$ cat config.mk
export PLATFORM = sky130hd
export DESIGN_NAME = conv_window
export DESIGN_NICKNAME = d
export VERILOG_FILES = /design/src/rtl/conv_window.sv
export SDC_FILE = /design/constraint.sdc
export NUM_CORES = 1
export LEC_CHECK = 0
export BUFFER_PORTS_ARGS = -buffer_cell sky130_fd_sc_hd__buf_2
export CAP_MARGIN = 5
export CORE_ASPECT_RATIO = 0.8
export CORE_MARGIN = 2
export CORE_UTILIZATION = 40
export DETAILED_ROUTE_END_ITERATION = 8
export HOLD_SLACK_MARGIN = 0.05
export PLACE_DENSITY = 0.73
export SETUP_SLACK_MARGIN = 0.15
export SLEW_MARGIN = 25
export SYNTH_ARGS = -nofsm -noshare
export SYNTH_HDL_FRONTEND = slang
export SYNTH_SLANG_ARGS = --single-unit
export TNS_END_PERCENT = 100
$ cat constraint.sdc
create_clock -name clk -period 1.1 [get_ports clk]
set_input_delay 0.055 -clock clk [delete_from_list [all_inputs] [get_ports clk]]
set_output_delay 0.055 -clock clk [all_outputs]
set_load 0.02 [all_outputs]
$ cat src/rtl/conv_window.sv
// 5x5 window builder behind the BRAM line delay: column shift pipeline with
// horizontal border handling. Define BORDER_CLAMP_EN for replicate-edge clamping; otherwise out-of-line columns read as zero.
module conv_window #(
    parameter int STAT_W = 3
) (
    input  logic              clk,
    input  logic              rst,
    input  logic [7:0]        pa,
    input  logic [7:0]        pb,
    input  logic [7:0]        pc,
    input  logic [7:0]        pd,
    input  logic [7:0]        pe,
    input  logic [STAT_W-1:0] stat_i,
    output logic [199:0]      win_o,
    output logic [STAT_W-1:0] stat_o,
    output logic              valid_o
);

    // s[k] is a full column {pe,pd,pc,pb,pa}; s[0] is the newest (rightmost).
    logic [4:0][39:0]          s;
    logic [4:0]                d;
    logic [2:0][STAT_W-1:0]    stat_q;
    logic [4:0][39:0]          col;
    logic [199:0]              win_next;

    always_ff @(posedge clk) begin
        if (rst) begin
            s       <= '0;
            d       <= '0;
            stat_q  <= '0;
            win_o   <= '0;
            stat_o  <= '0;
            valid_o <= 1'b0;
        end else begin
            s[0]    <= {pe, pd, pc, pb, pa};
            for (int k = 1; k < 5; k++) s[k] <= s[k-1];
            d       <= {d[3:0], stat_i[0]};
            stat_q[0] <= stat_i;
            stat_q[1] <= stat_q[0];
            stat_q[2] <= stat_q[1];
            stat_o  <= stat_q[2];
            win_o   <= win_next;
            valid_o <= d[2];
        end
    end

    // col[c] is window column c (c0 leftmost); nominal mapping is s[4-c].
    always_comb begin
        for (int c = 0; c < 5; c++) col[c] = s[4-c];
`ifdef BORDER_CLAMP_EN
        if (!d[3]) begin
            col[1] = s[2];
            col[0] = s[2];
        end else if (!d[4]) begin
            col[0] = s[3];
        end
        if (!d[1]) begin
            col[3] = s[2];
            col[4] = s[2];
        end else if (!d[0]) begin
            col[4] = s[1];
        end
`else
        // A column is outside the line if any DE gap sits between it and the centre.
        if (!d[3]) begin
            col[1] = '0;
            col[0] = '0;
        end else if (!d[4]) begin
            col[0] = '0;
        end
        if (!d[1]) begin
            col[3] = '0;
            col[4] = '0;
        end else if (!d[0]) begin
            col[4] = '0;
        end
`endif
    end

    always_comb begin
        win_next = '0;
        for (int r = 0; r < 5; r++)
            for (int c = 0; c < 5; c++)
                win_next[8*(5*r+c) +: 8] = col[c][8*r +: 8];
        if (!d[2]) win_next = '0;
    end

endmodule

==> After elaboration in Yosys (flattened, before gate mapping) <==
Index checks and enable logic that the tools add are counted.
{ "op_classes": {"bitwise_logic": 5, "reduce_logical": 5} }
{ "op_table": {"columns": ["cell", "count"], "rows": [
  ["4-bit OR reduction", 2],
  ["3-bit OR reduction", 2],
  ["1-bit inverter", 5],
  ["2-bit OR reduction", 1]
]} }
{ "word_totals": {"out_inout_bits": 204, "wordCells": 26, "regBits": 418, "in_bits": 45} }

==> Logic depth before layout (Yosys ltp) <==
Gate-level depths: netlist of run 1.
{ "logic_depth": {"ltp_word": 2, "mapped_depth": 4, "mapped_depth_nobuf": 2} }

==> Worst setup path before layout of run 1 <==
No wires, ideal clock.
{ "synth_timing": {"path_kind": "flip-flop to flip-flop", "startpoint": "reg stat_o[0] (netlist name)", "endpoint": "reg win_o[0]", "path_stages_with_launch": 4, "setup_slack_ns": -0.076, "t_required_ns": 1.041, "arrival_ns": 1.117, "path_buffers": 1, "cell_sequence": "dfxtp_1 > and4b_1 > clkbuf_1 > and2_1"} }
{ "synth_lines": {"columns": ["item", "line_no", "text"], "rows": [
  ["to (signal assigned)", "42", "win_o <= win_next;"],
  ["to (decl)", "14", "output logic [199:0] win_o,"]
]} }

==> flow_summary_export.csv, run 1 <==
group,metric,value,unit
drt,wl_per_cell,18.0,um
layout,stdcell_area,0.0171,sq mm
synthesis,avgSynthCellArea,12.6,sq um
synthesis,synthMuxAreaShare,0,
timing,min_period_over_period,1.09,
grt,grt_max_degree,83,
grt,grt_pass1_vias,6784,
synthesis,synth_xor_area_frac,0,
power,switching_share,0.201,
synthesis,synth_compound_area_frac,0,
synthesis,synth_top_family_by_area,"simple AND/OR/NAND/NOR gates",
synthesis,synth-adder-area-share,0,
worst_setup_path,critPathSlowestCell,"dfxtp_4",
die,die_area,0.0291,sq mm
worst_setup_path,critPathKind,"flip-flop to flip-flop",
timing,rsz0062_at_grt,"yes",
drt,ant_nets,0,
synthesis,synth_top_area_cell,"dfxtp_1",
clocking,cts.sinks,413,
power,p_per_area,1720,mW/mm^2
timing,finalMaxSlewViolations,0,
place,placed_area,0.0128,sq mm
timing,tns,-8.29,ns
clocking,clock_path_buffers,3,
clocking,hold_buffers,45,
power,pwr-share-seq,0.522,
drt,viasPerCell,4.30,
grt,track_usage,0.177,
drt,vias,6863,
worst_setup_path,cp-start-kind,"flip-flop",
job,drv_cap,0,
power,p_comb_frac,0.023,
status,violations,"negative setup slack",
timing,setup_viol,174,
timing,slew_headroom,0.761,
die,num_io_pins,249,
die,die_w,190,um
power,p_int,23500,uW
place,place_hpwl,15100,um
clocking,htree_levels,2,
clocking,numCtsBuffers,38,
timing,fin_worst_skew,0.0177,ns
drt,drt_iter0_drc,268,
worst_setup_path,cp_max_fo,10,
timing,worst_slew_pin_slew,0.359,ns
die,die_h,153,um
layout,antenna_cells,0,
die,rows,54,
timing,min_period,1.20,ns
clocking,clk_pin_slew,0.07,ns
synthesis,syn-cell-area,0.0111,sq mm
worst_setup_path,cp_cell_sequence,"buf_6, and4b_4, clkbuf_16, and2_1",
worst_setup_path,cpPeakStageDelay,0.37,ns
grt,grt_pass1_wl,39300,um
power,power.net_switching,5890,uW
synthesis,synth_area_leaders,"dfxtp_1, nor2b_1, and2_1",
status,status,"finished with violations",
synthesis,yosys.area_share.simple,0.235,
layout,area.growth.synth_to_final,54.0,%
die,core,0.0273,sq mm
worst_setup_path,crit_arrival,1.65,ns
layout,fillers,1948,
clocking,clk_latency,0.52,ns
timing,hold_viol,0,
power,clkPwrFrac,0.455,
grt,grt.overflow.total,0,
timing,fmax,0.830,GHz
worst_setup_path,cp_num_buf_inv,2,
worst_hold_path,min_path_type,"input port to flip-flop",
synthesis,post-synth-top-area-fraction,0.745,
layout,fin_nets,1253,
layout,drive_above_1_share,0.529,
drt,firstDrtPassIters,6,
worst_setup_path,cp_top_family,"simple AND/OR/NAND/NOR gates",
clocking,cts-root-buf,"clkbuf_16",
worst_setup_path,end_kind,"flip-flop",
drt,routed_wl,28700,um
die,initial_core_util,0.406,
power,vdd_drop_max,0.943,mV
clocking,cts_tree,"done",
grt,antenna_found_initial,0,
timing,finalWorstSetupSlack,-0.104,ns
synthesis,syn_inst,882,
place,portBuffers,248,
power,p_leak,0.00744,uW
worst_setup_path,cp.required,1.55,ns
synthesis,ys_types,9,
place,place.gp.congestion,0.821,
drt,drc,0,
synthesis,synth_seq_cells,413,
synthesis,ys_seq_area_frac,0.745,
synthesis,synthesis.nets,927,
timing,holdWs,0.0254,ns
synthesis,synth_warnings,0,
-- registers in the layout (all words and copies together), names as in the netlist --
| signal | count |
|---|---|
| win_o | 200 |
| s | 160 |
| col | 40 |
| stat_q | 6 |
| d | 4 |
| stat_o | 3 |
-- through the flow --
| step | total power (uW) | worst slack [ns] | utilization | cells |
|---|---|---|---|---|
| 3_5_place_dp | 16100 | 0.0353 | 0.469 | 1452 |
| 4_1_cts | 29400 | -0.0910 | 0.602 | 1571 |
| 2_1_floorplan | 15900 | 0.123 | - | 882 |
| 6_report | 29400 | -0.104 | 0.626 | 1595 |
| 5_1_grt | 30300 | -0.147 | 0.626 | 1595 |
| 3_3_place_gp | 16100 | 0.0617 | 0.469 | 1452 |
-- worst paths after layout --
| kind | from | end | slack [ns] | cells past startpoint |
|---|---|---|---|---|
| worst max-delay path | stat_o[0] | win_o[81] | -0.10 | 4 |
| worst min-delay path | rst | s[150] | 0.03 | 3 |
| worst max register to register | stat_o[0] | win_o[81] | -0.10 | 4 |
| worst min register to register | s[192] | win_o[160] | 0.43 | 1 |
-- cells in the mapped netlist --
library cell	n
and3_1	80
buf_2	13
and2_1	120
nor2b_1	213
buf_4	1
dfxtp_1	413
clkbuf_1	40
and4b_1	1
and3b_1	1
-- power by group through the flow --
stage	Combinational, uW	Sequential (uW)	Clock, uW
6_report	679	15300	13400
5_1_grt	740	15300	14200
4_1_cts	632	15300	13500
3_5_place_dp	475	15600	0
3_3_place_gp	465	15600	0
2_1_floorplan	296	15600	0
-- area by class of cell --
cell class	count	area, sq um	area share
Tap cell	364	455	0.0267
Timing Repair Buffer	340	3910	0.229
Sequential cell	413	8530	0.499
Clock inverter	9	108	0.00630
Clock buffer	54	1180	0.0688
Multi-Input combinational cell	415	2910	0.170
-- metal layers --
layer  vias up  GRT usage  wire, um
li1       3384          -         -
met1      3206      0.222     12100
met2       211      0.297     14300
met3        62     0.0363      1230
met4         0     0.0709      1000
met5         -          0         0
-- cells in the final DEF, fill, tap and decap left out, drive strengths merged --
cell type,count
dfxtp,413
clkinvlp,2
and4b,1
and2,120
clkinv,4
clkbuf,68
buf,283
inv,1
dlygate4sd3,43
and3,80
nor2b,213
bufinv,2
and3b,1
-- worst min-delay path, stage by stage --
cell and delay, ns:
buf_6 0.13, buf_12 0.20, nor2b_1 0.11
-- what timing repair did --
item,CTS,global route
resized for setup,643,82
hold endpoints to repair,107,36
pin swaps,24,24
buffers inserted,5,7
gates cloned,6,19
setup endpoints to repair,403,407
-- logic make-up (layout without fill, tap and decap cells) --
| group | count (synthesis) | in the layout |
|---|---|---|
| flip-flops | 413 | 413 |
| AND/OR/NAND/NOR | 415 | 415 |
| buffers and inverters | 54 | 403 |
No activity file was read; power rests on OpenSTA's default activity.
==> run 2, diff against run 1 <==
- CORE_UTILIZATION: 40 -> 47
- PLACE_DENSITY: 0.73 -> 0.83
==> run 2 against run 1 <==
Net effect:
- the flow still finishes with violations (negative setup slack)
- clock power about the same
- power up 0.22%
- clock-buffer cell count up 3
- critical path depth down 2
- core utilization up 9.9 points
- die area down 15%
- routed wire length up 4.5%
- worst hold slack better by 0.11 ns
- register-to-register slack better by 0.03 ns
- first-iteration DRC count up 38%
- cell count down 3.1%
- global-route usage up 5.5 points
- critical endpoint is now stat_o[0]
- largest cell class unchanged
- largest power group unchanged
==> flow_summary_export.csv, run 2 (synthesis gave the netlist of run 1 again) <==
group,metric,value,unit
drt,drc,0,
timing,hold_viol,0,
worst_setup_path,cp_max_fo,4,
drt,routed_wl,30000,um
layout,fin_nets,1252,
worst_hold_path,min_path_type,"input port to flip-flop",
power,power.net_switching,5960,uW
worst_setup_path,cp-start-kind,"flip-flop",
die,rows,50,
clocking,clk_pin_slew,0.06,ns
worst_setup_path,cp.required,1.04,ns
drt,firstDrtPassIters,4,
timing,finalMaxSlewViolations,0,
power,p_per_area,1740,mW/mm^2
grt,grt_pass1_wl,43900,um
worst_setup_path,cpPeakStageDelay,0.35,ns
place,placed_area,0.0127,sq mm
worst_setup_path,worstReg2RegStart,"d[2]",
drt,vias,7137,
place,place_hpwl,14800,um
grt,grt_pass1_vias,7620,
worst_setup_path,crit_arrival,1.12,ns
die,core,0.0233,sq mm
clocking,cts_tree,"done",
die,die_h,141,um
drt,viasPerCell,4.62,
status,violations,"negative setup slack",
drt,drt_iter0_drc,370,
worst_setup_path,critPathSlowestCell,"dfxtp_4",
die,initial_core_util,0.477,
worst_setup_path,reg2reg_to,"win_o[71]",
layout,layout.cells.most_common,"nor2b_1",
layout,top_register,"win_o",
layout,fillers,1376,
worst_setup_path,end_kind,"output pin",
timing,worst_slew_pin_slew,0.509,ns
die,die_w,176,um
worst_setup_path,cp_num_buf_inv,2,
timing,rsz0062_at_grt,"yes",
grt,antenna_found_initial,0,
clocking,clock_path_buffers,3,
clocking,cts-root-buf,"clkbuf_16",
worst_setup_path,reg2reg_depth,4,
die,num_io_pins,249,
layout,mostFrequentLayoutCells,"nor2b_1, dfxtp_1, buf_6",
layout,largest_reg_flops,200,
worst_setup_path,cp_cell_sequence,"buf_12, buf_8",
grt,grt_max_degree,86,
layout,drive_above_1_share,0.493,
worst_hold_path,min_to,"col[116]",
power,vdd_drop_max,1.23,mV
grt,grt.overflow.total,0,
layout,stdcell_area,0.0169,sq mm
worst_hold_path,hold_depth,3,
power,p_int,23500,uW
place,place.gp.congestion,0.829,
timing,min_period_over_period,1.07,
timing,fmax,0.853,GHz
worst_hold_path,hold_start,"rst",
drt,wl_per_cell,19.4,um
power,switching_share,0.203,
layout,fin_util,0.725,
grt,track_usage,0.231,
worst_setup_path,rrSetupSlack,-0.07,ns
place,portBuffers,248,
timing,holdWs,0.137,ns
power,p_leak,0.00748,uW
die,die_area,0.0249,sq mm
timing,tns,-4.34,ns
timing,fin_worst_skew,0.0168,ns
clocking,cts.sinks,413,
status,status,"finished with violations",
timing,setup_viol,136,
job,drv_cap,0,
power,p_comb_frac,0.024,
layout,area.growth.synth_to_final,52.2,%
timing,finalWorstSetupSlack,-0.0724,ns
clocking,numCtsBuffers,38,
drt,ant_nets,0,
power,clkPwrFrac,0.456,
timing,min_period,1.17,ns
timing,slew_headroom,0.661,
layout,antenna_cells,0,
worst_setup_path,cp_top_family,"flip-flops",
power,pwr-share-seq,0.520,
place,pre_cts_ws,0.0568,ns
clocking,clk_latency,0.52,ns
clocking,htree_levels,2,
worst_setup_path,critPathKind,"flip-flop to output pin",
-- run 2: final cells by class --
cell class	instances	area [sq um]	share of cell area
Timing Repair Buffer	339	3920	0.232
Sequential cell	413	8530	0.505
Multi-Input combinational cell	415	2760	0.164
Clock inverter	9	106	0.00630
Tap cell	312	390	0.0231
Clock buffer	57	1180	0.0698
-- run 2: what timing repair did --
item / 4_1_cts / 5_1_grt
setup endpoints to repair: 395 / 406
hold buffers: 46 / 0
gates cloned: 13 / 9
setup buffers: 9 / 3
pin swaps: 8 / 22
gates resized for setup: 645 / 37
hold endpoints to repair: 55 / 0
-- run 2: worst max-delay path by stage --
| stage | endpoint | cells after the start | from |
|---|---|---|---|
| floorplan | win_o[112] | 4 | d[2] |
| global route | win_o[184] | 4 | d[2] |
| detailed placement | win_o[52] | 3 | d[2] |
| CTS | stat_o[0] | 2 | stat_o[0] |
| global placement | win_o[33] | 3 | d[2] |
| finish | stat_o[0] | 2 | stat_o[0] |
-- run 2: per-stage QoR --
| step | power (uW) | cells |
|---|---|---|
| floorplan | 15900 | 882 |
| CTS | 29300 | 1533 |
| finish | 29400 | 1545 |
| global route | 30300 | 1545 |
| detailed placement | 16100 | 1399 |
| global placement | 16100 | 1399 |
-- run 2: worst register-to-register path: stages, from the launching register on --
cell and delay [ns]:
dfxtp_2 0.34, and3b_4 0.32, buf_12 0.17, clkbuf_16 0.15, and2_1 0.14
-- run 2: metal layers --
layer	vias to the layer above	wire length, um	global-route usage
li1	3379	-	-
met1	3455	12300	0.278
met2	223	15000	0.406
met3	80	1130	0.0372
met4	0	1460	0.113
met5	-	0	0
-- run 2: power groups by stage --
stage               sequential [uW]  combinational (uW)  clock (uW)
floorplan                     15600                 296           0
global placement              15600                 457           0
detailed placement            15600                 470           0
CTS                           15300                 664       13400
global route                  15300                 756       14200
finish                        15300                 699       13400
